File: src/rtl/corr_pkg.sv
// rtl/corr_pkg.sv - shared types and default constants for the correlation histogram path
package corr_pkg;

    localparam int DEF_CH_W       = 2;
    localparam int DEF_INT_W      = 7;
    localparam int DEF_ADDR_W     = 8;
    localparam int DEF_CENTER_BIN = 128;

    typedef enum logic [1:0] {
        IDLE  = 2'd0,
        PULSE = 2'd1,
        GAP   = 2'd2
    } corr_state_t;

    typedef struct packed {
        logic [DEF_CH_W-1:0]  start_ch;
        logic [DEF_CH_W-1:0]  end_ch;
        logic [DEF_INT_W-1:0] interval;
    } corr_event_t;

endpackage

File: src/rtl/sync_fifo.sv
// rtl/sync_fifo.sv - single-clock FIFO with full/empty flags and fall-through read data
module sync_fifo #(
    parameter int WIDTH = 8,
    parameter int DEPTH = 4
) (
    input  logic             clk,
    input  logic             rst_n,
    input  logic             push,
    input  logic             pop,
    input  logic [WIDTH-1:0] wdata,
    output logic [WIDTH-1:0] rdata,
    output logic             full,
    output logic             empty
);

    localparam int PW = $clog2(DEPTH);
    localparam logic [PW:0] PTR_ONE = {{PW{1'b0}}, 1'b1};

    logic [WIDTH-1:0] mem [DEPTH];
    logic [PW:0]      wr_ptr;
    logic [PW:0]      rd_ptr;

    // Pointers carry one wrap bit so full and empty are distinguishable
    always_ff @(posedge clk or negedge rst_n) begin
        if (!rst_n) begin
            wr_ptr <= '0;
            rd_ptr <= '0;
        end else begin
            if (push && !full)
                wr_ptr <= wr_ptr + PTR_ONE;
            if (pop && !empty)
                rd_ptr <= rd_ptr + PTR_ONE;
        end
    end

    // Storage array needs no reset; validity is tracked by the pointers
    always_ff @(posedge clk) begin
        if (push && !full)
            mem[wr_ptr[PW-1:0]] <= wdata;
    end

    assign rdata = mem[rd_ptr[PW-1:0]];
    assign empty = (wr_ptr == rd_ptr);
    assign full  = (wr_ptr[PW] != rd_ptr[PW]) && (wr_ptr[PW-1:0] == rd_ptr[PW-1:0]);

endmodule

File: src/rtl/corr_bin_distributer.sv
// rtl/corr_bin_distributer.sv - maps coincidence events to histogram bins and pulses the increment strobe
module corr_bin_distributer
    import corr_pkg::*;
#(
    parameter int CH_W       = DEF_CH_W,
    parameter int REF_CH     = 0,
    parameter int SIG_CH     = 3,
    parameter int INT_W      = DEF_INT_W,
    parameter int ADDR_W     = DEF_ADDR_W,
    parameter int CENTER_BIN = DEF_CENTER_BIN,
    parameter int FIFO_DEPTH = 4,
    parameter int INC_CYCLES = 6,
    parameter int GAP_CYCLES = 1,
    parameter int CNT_W      = 16
) (
    input  logic              clk,
    input  logic              rst_n,
    input  logic              ev_valid,
    output logic              ev_ready,
    input  logic [CH_W-1:0]   ev_start,
    input  logic [CH_W-1:0]   ev_end,
    input  logic [INT_W-1:0]  ev_interval,
    output logic [ADDR_W-1:0] bin_addr,
    output logic              mem_inc,
    output logic              busy,
    input  logic              clear,
    output logic [CNT_W-1:0]  hit_cnt,
    output logic [CNT_W-1:0]  drop_pair_cnt,
    output logic [CNT_W-1:0]  drop_range_cnt
);

    // Wide enough that CENTER_BIN +/- interval never wraps before the range test
    localparam int SW   = ((ADDR_W > INT_W) ? ADDR_W : INT_W) + 2;
    localparam int TMAX = (INC_CYCLES > GAP_CYCLES) ? INC_CYCLES : GAP_CYCLES;
    localparam int TW   = (TMAX > 1) ? $clog2(TMAX) : 1;

    localparam logic [TW-1:0]        INC_LOAD = TW'(INC_CYCLES - 1);
    localparam logic [TW-1:0]        GAP_LOAD = (GAP_CYCLES > 0) ? TW'(GAP_CYCLES - 1) : '0;
    localparam logic signed [SW-1:0] CENTER_S = SW'(CENTER_BIN);
    localparam logic signed [SW-1:0] ADDR_MAX = SW'((1 << ADDR_W) - 1);

    logic                     pair_fwd, pair_rev, pair_ok, range_ok;
    logic signed [SW-1:0]     interval_s, calc_addr;
    logic                     accept, fifo_push, fifo_pop;
    logic                     fifo_full, fifo_empty;
    logic [ADDR_W-1:0]        fifo_rdata;
    logic                     rdy_q;
    corr_state_t              state, state_next;
    logic [TW-1:0]            timer, timer_next;

    assign pair_fwd   = (ev_start == CH_W'(REF_CH)) && (ev_end == CH_W'(SIG_CH));
    assign pair_rev   = (ev_start == CH_W'(SIG_CH)) && (ev_end == CH_W'(REF_CH));
    assign pair_ok    = pair_fwd || pair_rev;
    assign interval_s = $signed({{(SW-INT_W){1'b0}}, ev_interval});

    // Signed bin offset from the zero-delay bin; direction set by channel order
    always_comb begin
        calc_addr = CENTER_S;
        if (ev_interval == '0)
            calc_addr = CENTER_S;
        else if (pair_fwd)
            calc_addr = CENTER_S + interval_s;
        else if (pair_rev)
            calc_addr = CENTER_S - interval_s;
    end

    assign range_ok  = !calc_addr[SW-1] && (calc_addr <= ADDR_MAX);
    assign ev_ready  = rdy_q && !fifo_full;
    assign accept    = ev_valid && ev_ready;
    assign fifo_push = accept && pair_ok && range_ok;

    // Holds ready low until the first clock after reset release
    always_ff @(posedge clk or negedge rst_n) begin
        if (!rst_n)
            rdy_q <= 1'b0;
        else
            rdy_q <= 1'b1;
    end

    sync_fifo #(
        .WIDTH (ADDR_W),
        .DEPTH (FIFO_DEPTH)
    ) u_fifo (
        .clk   (clk),
        .rst_n (rst_n),
        .push  (fifo_push),
        .pop   (fifo_pop),
        .wdata (calc_addr[ADDR_W-1:0]),
        .rdata (fifo_rdata),
        .full  (fifo_full),
        .empty (fifo_empty)
    );

    // Pulse sequencer state and shared down-counter
    always_ff @(posedge clk or negedge rst_n) begin
        if (!rst_n) begin
            state <= IDLE;
            timer <= '0;
        end else begin
            state <= state_next;
            timer <= timer_next;
        end
    end

    // Next-state: pop in IDLE, count out the pulse, then the optional gap
    always_comb begin
        state_next = state;
        timer_next = timer;
        case (state)
            IDLE: begin
                if (!fifo_empty) begin
                    state_next = PULSE;
                    timer_next = INC_LOAD;
                end
            end
            PULSE: begin
                if (timer == '0) begin
                    state_next = (GAP_CYCLES == 0) ? IDLE : GAP;
                    timer_next = GAP_LOAD;
                end else begin
                    timer_next = timer - TW'(1);
                end
            end
            GAP: begin
                if (timer == '0)
                    state_next = IDLE;
                else
                    timer_next = timer - TW'(1);
            end
            default: begin
                state_next = IDLE;
                timer_next = '0;
            end
        endcase
    end

    // Outputs of the sequencer: the pop doubles as the hit event
    always_comb begin
        fifo_pop = (state == IDLE) && !fifo_empty;
    end

    // Address is loaded on pop, one cycle ahead of the strobe, so it is settled when mem_inc rises
    always_ff @(posedge clk or negedge rst_n) begin
        if (!rst_n) begin
            bin_addr <= ADDR_W'(CENTER_BIN);
            mem_inc  <= 1'b0;
        end else begin
            if (fifo_pop)
                bin_addr <= fifo_rdata;
            mem_inc <= (state == PULSE);
        end
    end

    assign busy = !fifo_empty || (state != IDLE) || mem_inc;

    // Saturating statistics; clear wins over a same-cycle increment
    always_ff @(posedge clk or negedge rst_n) begin
        if (!rst_n) begin
            hit_cnt        <= '0;
            drop_pair_cnt  <= '0;
            drop_range_cnt <= '0;
        end else if (clear) begin
            hit_cnt        <= '0;
            drop_pair_cnt  <= '0;
            drop_range_cnt <= '0;
        end else begin
            if (fifo_pop && !(&hit_cnt))
                hit_cnt <= hit_cnt + CNT_W'(1);
            if (accept && !pair_ok && !(&drop_pair_cnt))
                drop_pair_cnt <= drop_pair_cnt + CNT_W'(1);
            if (accept && pair_ok && !range_ok && !(&drop_range_cnt))
                drop_range_cnt <= drop_range_cnt + CNT_W'(1);
        end
    end

endmodule

File: config.mk
export PLATFORM = sky130hd
export DESIGN_NAME = corr_bin_distributer
export DESIGN_NICKNAME = d
export VERILOG_FILES = /design/src/rtl/corr_pkg.sv /design/src/rtl/sync_fifo.sv /design/src/rtl/corr_bin_distributer.sv
export SDC_FILE = /design/constraint.sdc
export NUM_CORES = 1
export LEC_CHECK = 0
export CORE_MARGIN = 4
export CORE_UTILIZATION = 44
export DETAILED_ROUTE_END_ITERATION = 8
export PLACE_DENSITY = 0.7
export SLEW_MARGIN = 20
export SYNTH_ARGS = -nofsm -noshare
export SYNTH_HDL_FRONTEND = slang
export SYNTH_SLANG_ARGS = --single-unit
File: constraint.sdc
create_clock -name clk -period 2.4 [get_ports clk]
set_input_delay 0.48 -clock clk [delete_from_list [all_inputs] [get_ports clk]]
set_output_delay 0.48 -clock clk [all_outputs]
set_load 0.1 [all_outputs]
==> results of run 1 <==
==> synth_stat cells, types with 3 or more instances <==
cell	instances	area, sq um
o31ai_1	8	60.1
or4_1	11	82.6
nor2_1	33	124
nand4_1	9	56.3
nor4_1	7	43.8
nor3_1	12	60.1
nand2_1	18	67.6
and3_1	3	18.8
xnor2_1	17	149
o21ai_0	13	65.1
nand3_1	14	70.1
nor2b_1	24	150
clkbuf_1	15	56.3
a21oi_1	19	95.1
dfrtp_1	68	1700
and4_1	3	26.3
mux2_2	12	135
or3_1	7	43.8
xor2_1	4	35.0
ha_1	10	125
mux4_1	8	210
edfxtp_1	32	961
and2_1	5	31.3
nor4bb_1	3	30.0
inv_1	9	33.8
==> metrics by stage <==
step	total power [mW]	std cells	setup WS (ns)	utilization [%]	TNS (ns)
floorplan	3.90	394	-0.00587	-	-0.00587
global placement	4.38	605	-0.0183	54.0	-0.272
detailed placement	4.42	605	-0.0760	54.0	-1.76
CTS	5.50	621	0.00205	56.0	0
global route	5.75	621	-0.00471	56.1	-0.00471
finish	5.45	621	0.0948	56.1	0
==> sequential cells by signal (all words and copies together) (netlist names) <==
name / flops
u_fifo.rd_ptr: 3
bin_addr: 8
u_fifo.mem: 32
u_fifo.wr_ptr: 3
timer: 3
state: 2
drop_range_cnt: 16
hit_cnt: 16
rdy_q: 1
mem_inc: 1
drop_pair_cnt: 16
==> worst max-delay path by stage <==
stage	to	slack (ns)	start
after detailed placement	u_fifo.mem[3][3]	-0.08	ev_end[1]
after floorplan	drop_pair_cnt[1]	-0.006	drop_pair_cnt[13]
final	busy	0.09	u_fifo.rd_ptr[2]
after CTS	busy	0.002	u_fifo.wr_ptr[0]
after global routing	busy	-0.005	u_fifo.wr_ptr[0]
after global placement	u_fifo.mem[3][3]	-0.02	ev_end[1]
==> metal layers <==
metal  global-route usage [%]  share of wire (%)
met4                     6.81               0.92
met2                     25.2                 47
met1                     23.2                 47
met3                     2.50                4.8
met5                        0                  0
==> cell families after synthesis <==
logic type                 count (synthesis)  synth area share [%]
and+or+nand+nor                          158                  18.8
DFF                                      101                  57.1
AOI/OAI and AO/OA                         54                  7.02
buffers and inverters                     27                  2.55
xor gates and xnor gates                  22                  4.25
muxes                                     21                  7.55
adders and majority gates                 10                  2.66
other                                      1                0.0796
==> power breakdown <==
part | switching, mW | internal [mW]
sequential | 0.211 | 1.99
clock | 0.643 | 0.413
combinational | 1.43 | 0.766
total | 2.28 | 3.17
==> cell type report <==
type / count / area [sq um]
Clock inverter: 7 / 78.8
Timing Repair Buffer: 93 / 786
Clock buffer: 9 / 124
Inverter: 9 / 33.8
Tap cell: 136 / 170
Multi-Input combinational cell: 266 / 1920
Fill cell: 901 / 4550
Sequential cell: 101 / 2710
==> repair_timing <==
| action | 4_1_cts | 5_1_grt |
|---|---|---|
| endpoints found under the setup margin | 1 | 1 |
| pin swaps | 0 | 0 |
| hold endpoints to repair | 0 | 0 |
| gates resized for setup | 2 | 2 |
==> qor.yml, run 1 <==
yosys:
  synthesis.nets: 419
  syn_area_sq_um: 4710
  async_flop_share_pct: 68.3
  synth-seq-area-share_pct: 57.1
  ys_types: 49
  netlist_instances: 394
  avgSynthCellArea_sq_um: 11.9
  ys.warnings.count: 0
  synth_edf_count: 32
  ys.flop_type: "dfrtp_1"
  synth_seq_cells: 101
run_status:
  outcome: "finished, final reports clean"
power:
  vdd_drop_max_mv: 0.739
  powerDensity_nw_per_um2: 937
  leakage_nw: 2.40
timing:
  worst_pin_slew_ns: 0.937
  fmax_mhz: 434
  fin_crit_ns: 2.31
  max_slew_margin_pct: 37.5
  post-route-period-util_pct: 96.0
  setup_viol: 0
  finClkSkew_ns: 0.0128
  timing.hold.ws_ns: 0.115
  timing_hold_violations_final: 0
  maxSlewViolCount: 0
critical_path:
  crit_fanout: 3
  crit_cells: 4
  cp.arrival_ns: 1.83
  worstSetupPathType: "reg2out"
  slowest_delay_ns: 0.45
  path_buf_inv: 1
  r2r-start: "u_fifo.wr_ptr[0]"
  cp-start-kind: "flop"
  ff2ff_setup_slack_ns: 0.25
  crit_required_ns: 1.92
  r2r_cells: 5
  endpoint_kind: "primary output"
  cp_top_family: "simple AND/OR/NAND/NOR gates"
  slowest_stage: "or4_4"
  cp_cell_sequence: "xnor2_1, nand3_2, or4_4, buf_12"
  r2r-end: "hit_cnt[13]"
floorplanning:
  io_pins: 74
  die_area_sq_um: 12400
  initial_core_util_pct: 45.4
  die_y_um: 111
  die_w_um: 111
  core_sq_um: 10400
  std_cell_rows: 37
placement:
  postPlaceCellArea_sq_um: 5600
  io_buffers: 73
  place_congestion: 0.775
  dpl.hpwl_mm: 6.97
drt:
  vias_per_cell: 5.45
  postRouteAntennaNets: 0
  vias: 3384
  routed_wirelength_mm: 9.76
  drc: 0
  avgRoutedWirePerCell_um: 15.7
  drt_first_pass_iters: 4
  drt_iter0_drc: 215
layout:
  layout_common_cells: "buf_4, dfrtp_1, nor2_1"
  stdcell_area_sq_um: 5820
  syn2layout_area_growth_pct: 23.5
  fin_nets: 505
  drive_gt1_share_pct: 27.2
  layout_commonest_cell: "buf_4"
  diodes: 0
flow_run:
  drv_cap: 0
min_path:
  hold_class: "in2async"
clock_network:
  cts_root_buf: "clkbuf_8"
  clk_pin_slew_worst_paths_ns: 0.10
  cts_hold_buffers: 0
  postCtsSetupRepairBufs: 0
  ctsHtreeMaxLevel: 3
  cts_tree: "yes"
  cts-buffers-inserted: 9
  cts_buffer_depth: 2
  clock_latency_ns: 0.37
  clkSinkCount: 101
global_routing:
  gr-total-overflow: 0
  grt_pass1_vias: 3303
  antenna_found_initial: 0
  grt_pass1_wl_mm: 16.6
  track_usage_pct: 16.3
  grt_start_max_net_pins: 70
Power figures use the tool's default switching activity.
==> run 2, diff against run 1 <==
--- a/config.mk
+++ b/config.mk
@@ -5,7 +5,7 @@
 export SDC_FILE = /design/constraint.sdc
 export NUM_CORES = 1
 export LEC_CHECK = 0
-export CORE_MARGIN = 4
+export CORE_MARGIN = 5
 export CORE_UTILIZATION = 44
 export DETAILED_ROUTE_END_ITERATION = 8
 export PLACE_DENSITY = 0.7
==> run 2 against run 1 <==
Global-route usage fell by 0.39 points. Critical endpoint unchanged. Register-to-register slack got worse by 0.02 ns. Largest power group is now combinational cells. Power up 3.3%. Sequential power rose by 2%.
==> qor.yml, run 2 (same netlist as run 1, synthesis figures left out) <==
critical_path:
  slowest_delay_ns: 0.48
  slowest_stage: "dfrtp_2"
  crit_fanout: 4
  cp.arrival_ns: 1.82
  endpoint_kind: "primary output"
  cp_top_family: "simple AND/OR/NAND/NOR gates"
  worstSetupPathType: "reg2out"
  crit_required_ns: 1.92
  cp_cell_sequence: "xnor2_4, nand3_2, or4_4, buf_12"
  cp-start-kind: "flop"
  path_buf_inv: 1
placement:
  postPlaceCellArea_sq_um: 5590
  io_buffers: 73
  place_congestion: 0.803
  pre_cts_ws_ns: -0.116
  dpl.hpwl_mm: 7.07
drt:
  avgRoutedWirePerCell_um: 15.8
  drt_first_pass_iters: 5
  routed_wirelength_mm: 9.83
  vias: 3409
  vias_per_cell: 5.48
  drc: 0
  drt_iter0_drc: 228
  postRouteAntennaNets: 0
timing:
  timing.hold.ws_ns: 0.102
  post-route-period-util_pct: 95.7
  worst_pin_slew_ns: 0.696
  fin_crit_ns: 2.30
  fmax_mhz: 436
  max_slew_margin_pct: 53.6
  setup_viol: 0
  rsz0062_at_grt: "no"
  fin_setup_tns_ns: 0
  timing_hold_violations_final: 0
  maxSlewViolCount: 0
  finClkSkew_ns: 0.00880
  fin_ws_ns: 0.104
layout:
  fin_nets: 506
  diodes: 0
  fin_util_pct: 56.3
  largest_register_ffs: 32
  drive_gt1_share_pct: 27.6
  syn2layout_area_growth_pct: 24.1
  layout_common_cells: "buf_4, dfrtp_1, nor2_1"
  layout_commonest_cell: "buf_4"
  stdcell_area_sq_um: 5840
run_status:
  outcome: "finished, final reports clean"
floorplanning:
  initial_core_util_pct: 45.4
  std_cell_rows: 37
  die_w_um: 113
  die_y_um: 113
  core_sq_um: 10400
  die_area_sq_um: 12900
  io_pins: 74
clock_network:
  ctsHtreeMaxLevel: 3
  clkSinkCount: 101
  clock_latency_ns: 0.38
  cts_root_buf: "clkbuf_8"
  cts_buffer_depth: 2
  cts-buffers-inserted: 9
  cts_tree: "yes"
  clk_pin_slew_worst_paths_ns: 0.10
global_routing:
  grt_pass1_wl_mm: 16.5
  gr-total-overflow: 0
  track_usage_pct: 15.9
  antenna_found_initial: 0
  grt_start_max_net_pins: 70
  grt_pass1_vias: 3354
power:
  powerDensity_nw_per_um2: 963
  leakage_nw: 2.41
  vdd_drop_max_mv: 0.756
flow_run:
  drv_cap: 0
min_path:
  hold_class: "in2async"
==> run 2: area by class of cell <==
type                    count  area, sq um
clock buffers              10          128
multi-input cells         266         1950
fillers                   874         4530
well taps                 136          170
flip-flops and latches    101         2710
repair buffers             94          781
clock inverters             6         76.3
inverters                   9         33.8
==> run 2: final timing paths <==
path	start	to	slack, ns	cells past startpoint
max	u_fifo.wr_ptr[0]	busy	0.10	4
min in group clk	drop_range_cnt[3]	drop_range_cnt[3]	0.51	1
max reg2reg	u_fifo.wr_ptr[0]	hit_cnt[13]	0.23	5
max in group asynchronous	rst_n	bin_addr[7]	1.97	2
min reg2reg	drop_range_cnt[3]	drop_range_cnt[3]	0.51	1
min	rst_n	drop_range_cnt[0]	0.10	2
==> run 2: report_power, final <==
| group | total, mW | switching, mW | internal, mW | leakage [nW] |
|---|---|---|---|---|
| Sequential | 2.24 | 0.247 | 1.99 | 1.18 |
| Clock | 1.14 | 0.633 | 0.505 | 0.104 |
| Combinational | 2.25 | 1.44 | 0.814 | 1.13 |
| Total | 5.63 | 2.32 | 3.31 | 2.41 |
==> run 2: routing by layer <==
metal / GRT usage [%] / share of wire (%) / wire length, um / vias up
met2: 25.5 / 48 / 4730 / 95
met4: 5.13 / 1.2 / 116 / 0
met1: 21.5 / 45 / 4430 / 1679
li1: - / - / - / 1628
met3: 3.82 / 5.7 / 557 / 7
met5: 0 / 0 / 0 / -
==> run 2: timing repair <==
action                                  4_1_cts  5_1_grt
endpoints found under the setup margin        1        1
hold buffers                                  0        0
gates resized for setup                       3        5
setup buffers                                 0        0
==> run 2: through the flow <==
step	cells	power [mW]
2_1_floorplan	394	3.90
3_3_place_gp	606	4.38
3_5_place_dp	606	4.43
4_1_cts	622	5.60
5_1_grt	622	5.92
6_report	622	5.63
==> run 2: worst reg2reg max path, delay by kind of cell, from the launching register on <==
kind,cells,cell delay [ns]
simple gates,3,1.06
flops,1,0.48
compound gates,1,0.41
xor+xnor,1,0.17
